--- src/rtl/fir_stream_ctrl.sv ---
// fir_stream_ctrl: moves one byte at a time from the RX FIFO through the FIR
// filter stage into the TX FIFO, with a single sample in flight.
module fir_stream_ctrl #(
  parameter int unsigned DBITS    = 8,
  parameter int unsigned FILT_LAT = 4,
  parameter int unsigned CNT_BITS = 16
) (
  input  logic                clk_100MHz,
  input  logic                reset_btn,
  input  logic                enable,
  input  logic                rx_empty,
  input  logic                rx_full,
  input  logic [DBITS-1:0]    rx_data,
  output logic                rd_uart,
  output logic [DBITS-1:0]    filt_x,
  output logic                filt_valid,
  input  logic [DBITS-1:0]    filt_y,
  input  logic                tx_full,
  output logic [DBITS-1:0]    tx_data,
  output logic                wr_uart,
  output logic                busy,
  output logic [CNT_BITS-1:0] sample_count,
  output logic                overflow_sticky
);

  localparam int unsigned WBITS = (FILT_LAT > 1) ? $clog2(FILT_LAT) : 1;
  localparam logic [WBITS-1:0] WAIT_INIT = WBITS'(FILT_LAT - 1);

  localparam logic [2:0] S_IDLE = 3'd0;
  localparam logic [2:0] S_POP  = 3'd1;
  localparam logic [2:0] S_FEED = 3'd2;
  localparam logic [2:0] S_WAIT = 3'd3;
  localparam logic [2:0] S_PUSH = 3'd4;

  logic [2:0]       state;
  logic [2:0]       state_next;
  logic [DBITS-1:0] sample_reg;
  logic [DBITS-1:0] result_reg;
  logic [WBITS-1:0] wait_cnt;
  logic             push_next;

  // sample_reg is loaded on the POP->FEED edge, so filt_x only moves entering FEED.
  assign filt_x  = sample_reg;
  assign tx_data = result_reg;

  always_comb begin
    state_next = state;
    case (state)
      S_IDLE:  if (enable && !rx_empty) state_next = S_POP;
      S_POP:   state_next = S_FEED;
      S_FEED:  state_next = S_WAIT;
      S_WAIT:  if (wait_cnt == '0) state_next = S_PUSH;
      S_PUSH:  if (wr_uart) state_next = S_IDLE;
      default: state_next = S_IDLE;
    endcase
  end

  // wr_uart is registered: a push cycle follows a cycle in which tx_full was low.
  assign push_next = (state_next == S_PUSH) && !tx_full;

  always_ff @(posedge clk_100MHz) begin
    if (reset_btn) begin
      state           <= S_IDLE;
      sample_reg      <= '0;
      result_reg      <= '0;
      wait_cnt        <= '0;
      rd_uart         <= 1'b0;
      filt_valid      <= 1'b0;
      wr_uart         <= 1'b0;
      busy            <= 1'b0;
      sample_count    <= '0;
      overflow_sticky <= 1'b0;
    end else begin
      state      <= state_next;
      busy       <= (state_next != S_IDLE);
      rd_uart    <= (state_next == S_POP);
      filt_valid <= (state_next == S_FEED);
      wr_uart    <= push_next;
      if (rx_full) overflow_sticky <= 1'b1;

      case (state)
        S_POP:  sample_reg <= rx_data;
        S_FEED: wait_cnt <= WAIT_INIT;
        S_WAIT: begin
          if (wait_cnt == '0) result_reg <= filt_y;
          else wait_cnt <= wait_cnt - WBITS'(1);
        end
        S_PUSH: if (wr_uart) sample_count <= sample_count + CNT_BITS'(1);
        default: ;
      endcase
    end
  end

endmodule
--- config.mk ---
export PLATFORM = sky130hd
export DESIGN_NAME = fir_stream_ctrl
export DESIGN_NICKNAME = d
export VERILOG_FILES = /design/src/rtl/fir_stream_ctrl.sv
export SDC_FILE = /design/constraint.sdc
export NUM_CORES = 1
export LEC_CHECK = 0
export ABC_AREA = 1
export CORE_UTILIZATION = 51
export CTS_BUF_LIST = sky130_fd_sc_hd__clkbuf_4 sky130_fd_sc_hd__clkbuf_8
export CTS_CLUSTER_DIAMETER = 50
export DETAILED_ROUTE_END_ITERATION = 7
export PLACE_DENSITY = 0.95
export SETUP_SLACK_MARGIN = 0.1
export SKIP_LAST_GASP = 1
export SLEW_MARGIN = 20
export SYNTH_ARGS = -nofsm -noshare
export SYNTH_HDL_FRONTEND = slang
export SYNTH_SLANG_ARGS = --single-unit
--- constraint.sdc ---
create_clock -name clk_100MHz -period 3.1 [get_ports clk_100MHz]
set_input_delay 0.62 -clock clk_100MHz [delete_from_list [all_inputs] [get_ports clk_100MHz]]
set_output_delay 0.62 -clock clk_100MHz [all_outputs]
set_load 0.05 [all_outputs]
==> results.ini, run 1 <==
[status]
outcome=completed

[placed_design]
dp_hpwl_um=2845
io_buffers=58
place_congestion=0.7894
placed_cell_area_um2=2409

[timing]
worst_pin_slew_ps=564.0
finalHoldViolations=0
finClkSkew_ps=13.95
maxSlewViolCount=0
finalSetupViolCount=0
rsz0062_at_grt=no
fmax_mhz=439.9
fin_crit_ps=2273
fin_crit_sh=0.7333
whs_ps=458.3
tns_ps=0
slew_headroom=0.6229

[logic_synthesis]
syn_avg_cell_area_um2=7.147
synth_cell_types=23
synth_nets=274
ys_seq_area_frac=0.4706
synthesis.area_um2=1787
synth-seq-cells=42
synth_area_leaders=dfxtp_1 47%, nor2_1 12%, o21ai_0 7.6%, nand2_1 7.4%, inv_1 7.1%
synth_warnings=0
synth_largest_area_cell=dfxtp_1
synth_top_area_frac=0.4706
synthCells=250

[clock_network]
cts_resized=0
cts_hold_buffers=0
clock_latency_ps=350
cts_root_buf=clkbuf_4
clk_path_buf_depth=2
cts_tree=yes
cts_buffers=5
cts_htree_levels=2
cts.sinks=42
clkTransAtPathRegs_ps=120
post-cts-setup-buffers=0

[critical_path]
r2r_cells=5
cp.depth=1
slowest_delay_ps=850
critPathCapture=sample_count[2]
cp_top_family=buffers and inverters
rrSetupSlack_ps=1580
crit_required_ps=2480
worstPathArrival_ps=1650
crit_buf_inv=1
path_cells=clkdlybuf4s50_1
cp-end-kind=primary output
timing.rr.start=state[1]
r2r-end=busy
slowest_stage=clkdlybuf4s50_1
crit_start=sample_count[2]
cp-start-kind=flop
crit_type=flop to primary output
crit_fanout=7

[global_routing]
grt_pass1_wl_um=6265
grt_remaining_overflow=0
grt_max_degree=22
grtUsageTotal=0.2306
grt_pass1_vias=1520
antenna_found_initial=0

[run]
cap_violations=0

[final_layout]
syn_to_final_growth_pct=37.75
finalInstanceArea_um2=2461
nets=335
antennaDiodeCount=0
final_util=0.7375
drive_gt1_frac=0.05788

[route]
antenna_left=0
via_per_inst=4.947
drt_iter0_markers=127
detail_route.wl_per_cell_um=10.94
route.vias.total=1766
firstDrtPassIters=4
wl_um=3906
remaining_drc_errors=0

[pwr]
peakVddDrop_uv=306.4
powerDensity_nw_per_um2=415.1
cellLeakagePower_nw=0.9201

[worst_hold_path]
min_path_type=flop to flop

[floorplan]
ios=59
core_um2=3337
dieArea_um2=3744
fp.dieH_um=61.19
die-width_um=61.19
rows=21
start_util=0.5354

[layer usage]
| layer | up-vias | wire length, um | global-route usage | part of all wire |
|---|---|---|---|---|
| met5 | - | 0 | 0 | 0 |
| met4 | 0 | 88 | 0.09740 | 0.023 |
| met3 | 9 | 314 | 0.09244 | 0.080 |
| met2 | 68 | 1829 | 0.3898 | 0.47 |
| met1 | 780 | 1673 | 0.2572 | 0.43 |
| li1 | 909 | - | - | - |
[synth_stat cells, drive strengths merged]
cell type	n
nand3	9
ha	2
nor2	66
buf	2
nor3b	1
clkbuf	3
inv	34
nor3	4
nand2	37
dfxtp	42
o21ai	28
a21oi	12
o21bai	1
nand3b	1
xnor2	1
nand4	7
[kinds of logic after synthesis]
logic type	count (synthesis)	share of synthesized area
compound gates	41	0.1162
simple gates	125	0.3095
flops	42	0.4706
buf+inv	39	0.08473
fa+ha+maj	2	0.01400
xor+xnor	1	0.004903
[metrics by stage]
step	std cells	setup slack (ps)	total power, mW
after floorplan	250	1507	0.6989
after global placement	350	902.0	0.7648
after detailed placement	350	831.5	0.7690
after CTS	357	814.9	1.029
after global routing	357	763.5	1.068
final	357	826.9	1.022
[registers in the layout, indices dropped and copies added (netlist names)]
name	flops
sample_count	16
filt_x	8
tx_data	8
state	3
wait_cnt	2
busy	1
filt_valid	1
overflow_sticky	1
rd_uart	1
wr_uart	1
[final cells by class]
type	count	area (um^2)
Clock buffer	7	52.55
Inverter	34	127.6
Fill cell	274	875.8
Multi-Input combinational cell	169	794.5
Sequential cell	42	840.8
Timing Repair Buffer	59	588.1
Tap cell	46	57.56
[where the power goes]
| part | internal [mW] | leakage (nW) | switching, mW |
|---|---|---|---|
| Combinational | 0.0712 | 0.547 | 0.111 |
| Clock | 0.103 | 0.0322 | 0.161 |
| Sequential | 0.562 | 0.341 | 0.0132 |
| Total | 0.737 | 0.920 | 0.285 |
[cell usage in the layout (no fill, tap or decap)]
cell type / netlist / layout
xnor2_1: 1 / 1
clkbuf_4: 0 / 7
a21oi_1: 12 / 12
o21ai_0: 27 / 27
nand4_1: 7 / 7
nand2_4: 1 / 1
nor3_1: 3 / 3
nor2_1: 59 / 59
nor2_2: 5 / 5
clkdlybuf4s50_1: 0 / 58
nand3_1: 9 / 9
ha_1: 2 / 2
nand3b_1: 1 / 1
nor3b_1: 1 / 1
inv_1: 34 / 34
nor3_2: 1 / 1
nand2_2: 1 / 1
o21ai_1: 1 / 1
dfxtp_1: 42 / 42
buf_4: 1 / 1
nor2_4: 2 / 2
nand2_1: 35 / 35
o21bai_1: 1 / 1
[worst min-delay path by stage]
stage,cells past startpoint,start,slack (ps),to
CTS,1,wait_cnt[0],460,wait_cnt[0]
global placement,2,filt_x[7],440,filt_x[7]
finish,2,filt_x[0],460,filt_x[0]
floorplan,1,wait_cnt[0],420,wait_cnt[0]
global route,2,filt_x[4],480,filt_x[4]
detailed placement,2,filt_x[6],440,filt_x[6]
Note: power is estimated with default switching activity, not from simulation.
==> run 2: changes to the inputs <==
- CORE_UTILIZATION: 51 -> 47
- PLACE_DENSITY: 0.95 -> 0.91
- clock period: 3.1 -> 2.2 ns (I/O delays scaled with it)
==> results.ini, run 2 (synthesized netlist as in run 1, its figures left out) <==
[clock_network]
cts_hold_buffers=0
cts.sinks=42
clk_path_buf_depth=2
clkTransAtPathRegs_ps=80
cts_root_buf=clkbuf_8
cts_htree_levels=2
post-cts-setup-buffers=0
cts_tree=yes
cts_resized=0
cts_buffers=5
clock_latency_ps=290

[worst_hold_path]
hp-start=filt_x[3]
worstHoldPathCells=2
holdPathEnd=filt_x[3]
min_path_type=flop to flop

[route]
drt_iter0_markers=125
remaining_drc_errors=0
via_per_inst=4.771
antenna_left=0
detail_route.wl_per_cell_um=10.23
route.vias.total=1727
wl_um=3703
firstDrtPassIters=4

[global_routing]
antenna_found_initial=0
grt_remaining_overflow=0
grt_max_degree=19
grtUsageTotal=0.2019
grt_pass1_vias=1566
grt_pass1_wl_um=6382

[timing]
tns_ps=0
fmax_mhz=499.0
finalHoldViolations=0
fin_crit_ps=2004
rsz0062_at_grt=no
finClkSkew_ps=6.797
finalWorstSetupSlack_ps=196.1
slew_headroom=0.6366
finalSetupViolCount=0
maxSlewViolCount=0
fin_crit_sh=0.9109
worst_pin_slew_ps=543.7

[critical_path]
crit_fanout=7
rrSetupSlack_ps=760
slowest_stage=clkdlybuf4s50_1
cp_top_family=buffers and inverters
crit_type=flop to primary output
r2r-end=busy
cp-start-kind=flop
worstPathArrival_ps=1560
crit_required_ps=1760
r2r_cells=5
path_cells=clkdlybuf4s50_1
cp.depth=1
slowest_delay_ps=850
cp-end-kind=primary output
crit_buf_inv=1
timing.rr.start=state[1]

[final_layout]
drive_gt1_frac=0.06688
final_cell_mix=59 x nor2_1, 58 x clkdlybuf4s50_1, 42 x dfxtp_1
top_register=sample_count
antennaDiodeCount=0
largest_register_ffs=16
nets=337
final_common_cell=nor2_1
syn_to_final_growth_pct=40.83

[floorplan]
dieArea_um2=4052
fp.dieH_um=63.66
die-width_um=63.66
ios=59
core_um2=3661
rows=22
start_util=0.4880

[pwr]
peakVddDrop_uv=584.9
cellLeakagePower_nw=0.9460
powerDensity_nw_per_um2=620.7

[run]
cap_violations=0

[placed_design]
dp_hpwl_um=2805
io_buffers=58
place_congestion=0.8029
place_worst_setup_slack_ps=514.2

[status]
outcome=completed

run 2: layer usage:
metal	track usage	part of all wire	vias to the layer above	routed length [um]
li1	-	-	919	-
met1	0.2321	0.45	744	1672
met2	0.3311	0.46	59	1692
met3	0.06884	0.075	5	276
met4	0.09943	0.016	0	61
met5	0	0	-	0
run 2: through the flow:
stage	cell area (um^2)	util	power [mW]	std cells	hold slack (ps)
floorplan	1787	-	0.9849	250	421.7
global placement	2426	0.6627	1.081	354	430.8
detailed placement	2426	0.6627	1.085	354	438.4
CTS	2516	0.6873	1.582	362	449.1
global route	2516	0.6873	1.635	362	466.2
finish	2516	0.6873	1.562	362	444.7
run 2: power by group:
part / internal, mW / total, mW / leakage (nW) / switching, mW
logic: 0.102 / 0.258 / 0.557 / 0.155
clock network: 0.236 / 0.495 / 0.0486 / 0.259
registers: 0.791 / 0.808 / 0.341 / 0.0170
total: 1.13 / 1.56 / 0.946 / 0.432
run 2: worst max-delay path by stage:
| stage | start | endpoint | slack, ps |
|---|---|---|---|
| 2_1_floorplan | sample_count[1] | sample_count[12] | 610 |
| 3_3_place_gp | sample_count[2] | sample_count[2] | 520 |
| 3_5_place_dp | sample_count[2] | sample_count[2] | 510 |
| 4_1_cts | sample_count[2] | sample_count[2] | 180 |
| 5_1_grt | sample_count[2] | sample_count[2] | 110 |
| 6_report | sample_count[2] | sample_count[2] | 200 |
run 2: final cells by class:
cell class,count,area (um^2)
fill,318,1145
inverter,34,127.6
tap,48,60.06
clock buffer,6,76.32
multi-input combinational,169,794.5
sequential,42,840.8
timing repair buffer,61,603.1
clock inverter,2,13.76
==> run 3: changes to the inputs <==
- CORE_MARGIN: unset -> 5
==> results.ini, run 3 (synthesized netlist as in run 1, its figures left out) <==
[final_layout]
top_register=sample_count
antennaDiodeCount=0
syn_to_final_growth_pct=41.11
final_cell_mix=59 x nor2_1, 58 x clkdlybuf4s50_1, 42 x dfxtp_1
largest_register_ffs=16
final_util=0.6887
nets=337
nFillCells=323
final_common_cell=nor2_1
drive_gt1_frac=0.06688

[clock_network]
cts_root_buf=clkbuf_8
cts.sinks=42
cts_htree_levels=2
clk_path_buf_depth=2
clock_latency_ps=290
cts_tree=yes
clkTransAtPathRegs_ps=80
cts_buffers=5
post-cts-setup-buffers=0
cts_resized=0
cts_hold_buffers=0

[critical_path]
r2r-end=tx_data[4]
crit_required_ps=1760
timing.rr.start=wait_cnt[0]
cp-end-kind=primary output
r2r_cells=6
cp_top_family=buffers and inverters
crit_buf_inv=1
slowest_stage=clkdlybuf4s50_1
worstPathArrival_ps=1570
slowest_delay_ps=860
crit_fanout=7
rrSetupSlack_ps=750
crit_type=flop to primary output
path_cells=clkdlybuf4s50_1
cp-start-kind=flop

[floorplan]
start_util=0.4880
dieArea_um2=5134
die-width_um=71.66
rows=22
ios=59
fp.dieH_um=71.66
core_um2=3661

[timing]
fin_crit_sh=0.9146
slew_headroom=0.6379
finalSetupViolCount=0
fin_crit_ps=2012
rsz0062_at_grt=no
tns_ps=0
maxSlewViolCount=0
finClkSkew_ps=9.741
finalHoldViolations=0
worst_pin_slew_ps=541.6
fmax_mhz=497.0

[pwr]
cellLeakagePower_nw=0.9491
peakVddDrop_uv=483.9
clkPwrFrac=0.324
p_int_mw=1.159
comb_power_share=0.164
seqPwrFrac=0.512
p_sw_frac=0.2662
power_mw=1.580
p_sw_mw=0.4205
powerDensity_nw_per_um2=626.7

[route]
drt_iter0_markers=73
remaining_drc_errors=0
antenna_left=0
detail_route.wl_per_cell_um=11.09
wl_um=4015
firstDrtPassIters=4
via_per_inst=4.787
route.vias.total=1733

[status]
outcome=completed

[global_routing]
grt_pass1_vias=1554
grt_max_degree=19
antenna_found_initial=0
grt_remaining_overflow=0
grtUsageTotal=0.1571
grt_pass1_wl_um=6527

[worst_hold_path]
min_path_type=flop to flop
worstHoldPathCells=1
hp-start=wait_cnt[0]
holdPathEnd=wait_cnt[0]

[placed_design]
place_congestion=0.8620
io_buffers=58
dp_hpwl_um=3064

[run]
cap_violations=0

## run 3: stage by stage
step           worst slack [ps]  instance area (um^2)  std cells  hold slack [ps]
2_1_floorplan             607.1                  1787        250            421.7
3_3_place_gp              516.5                  2426        354            430.5
3_5_place_dp              506.8                  2426        354            440.1
4_1_cts                   187.9                  2521        362            453.2
5_1_grt                   141.6                  2521        362            485.7
6_report                  187.8                  2521        362            449.8
## run 3: area by class of cell
| type | instances | area (um^2) | area share |
|---|---|---|---|
| Tap cell | 48 | 60.06 | 0.02382 |
| Clock inverter | 1 | 5.005 | 0.001985 |
| Clock buffer | 7 | 90.09 | 0.03573 |
| Sequential cell | 42 | 840.8 | 0.3335 |
| Multi-Input combinational cell | 169 | 794.5 | 0.3151 |
| Timing Repair Buffer | 61 | 603.1 | 0.2392 |
| Inverter | 34 | 127.6 | 0.05062 |
## run 3: worst max path at each step
stage / start / end / depth (start not counted)
5_1_grt: sample_count[2] / sample_count[2] / 1
3_3_place_gp: sample_count[2] / sample_count[2] / 1
4_1_cts: sample_count[2] / sample_count[2] / 1
6_report: sample_count[2] / sample_count[2] / 1
2_1_floorplan: sample_count[1] / sample_count[12] / 6
3_5_place_dp: sample_count[2] / sample_count[2] / 1
## run 3: per-layer routing
layer / up-vias / global-route usage / wire length, um
met3: 6 / 0.05891 / 410
met4: 0 / 0.06472 / 43
met1: 758 / 0.1842 / 1809
li1: 918 / - / -
met2: 51 / 0.2571 / 1751
met5: - / 0 / 0
## run 3: power groups by stage
stage | sequential [mW] | combinational [mW] | clock (mW)
after floorplan | 0.910 | 0.0753 | 0
after global placement | 0.825 | 0.258 | 0
after detailed placement | 0.828 | 0.261 | 0
after CTS | 0.810 | 0.262 | 0.526
after global routing | 0.814 | 0.281 | 0.561
final | 0.809 | 0.259 | 0.511
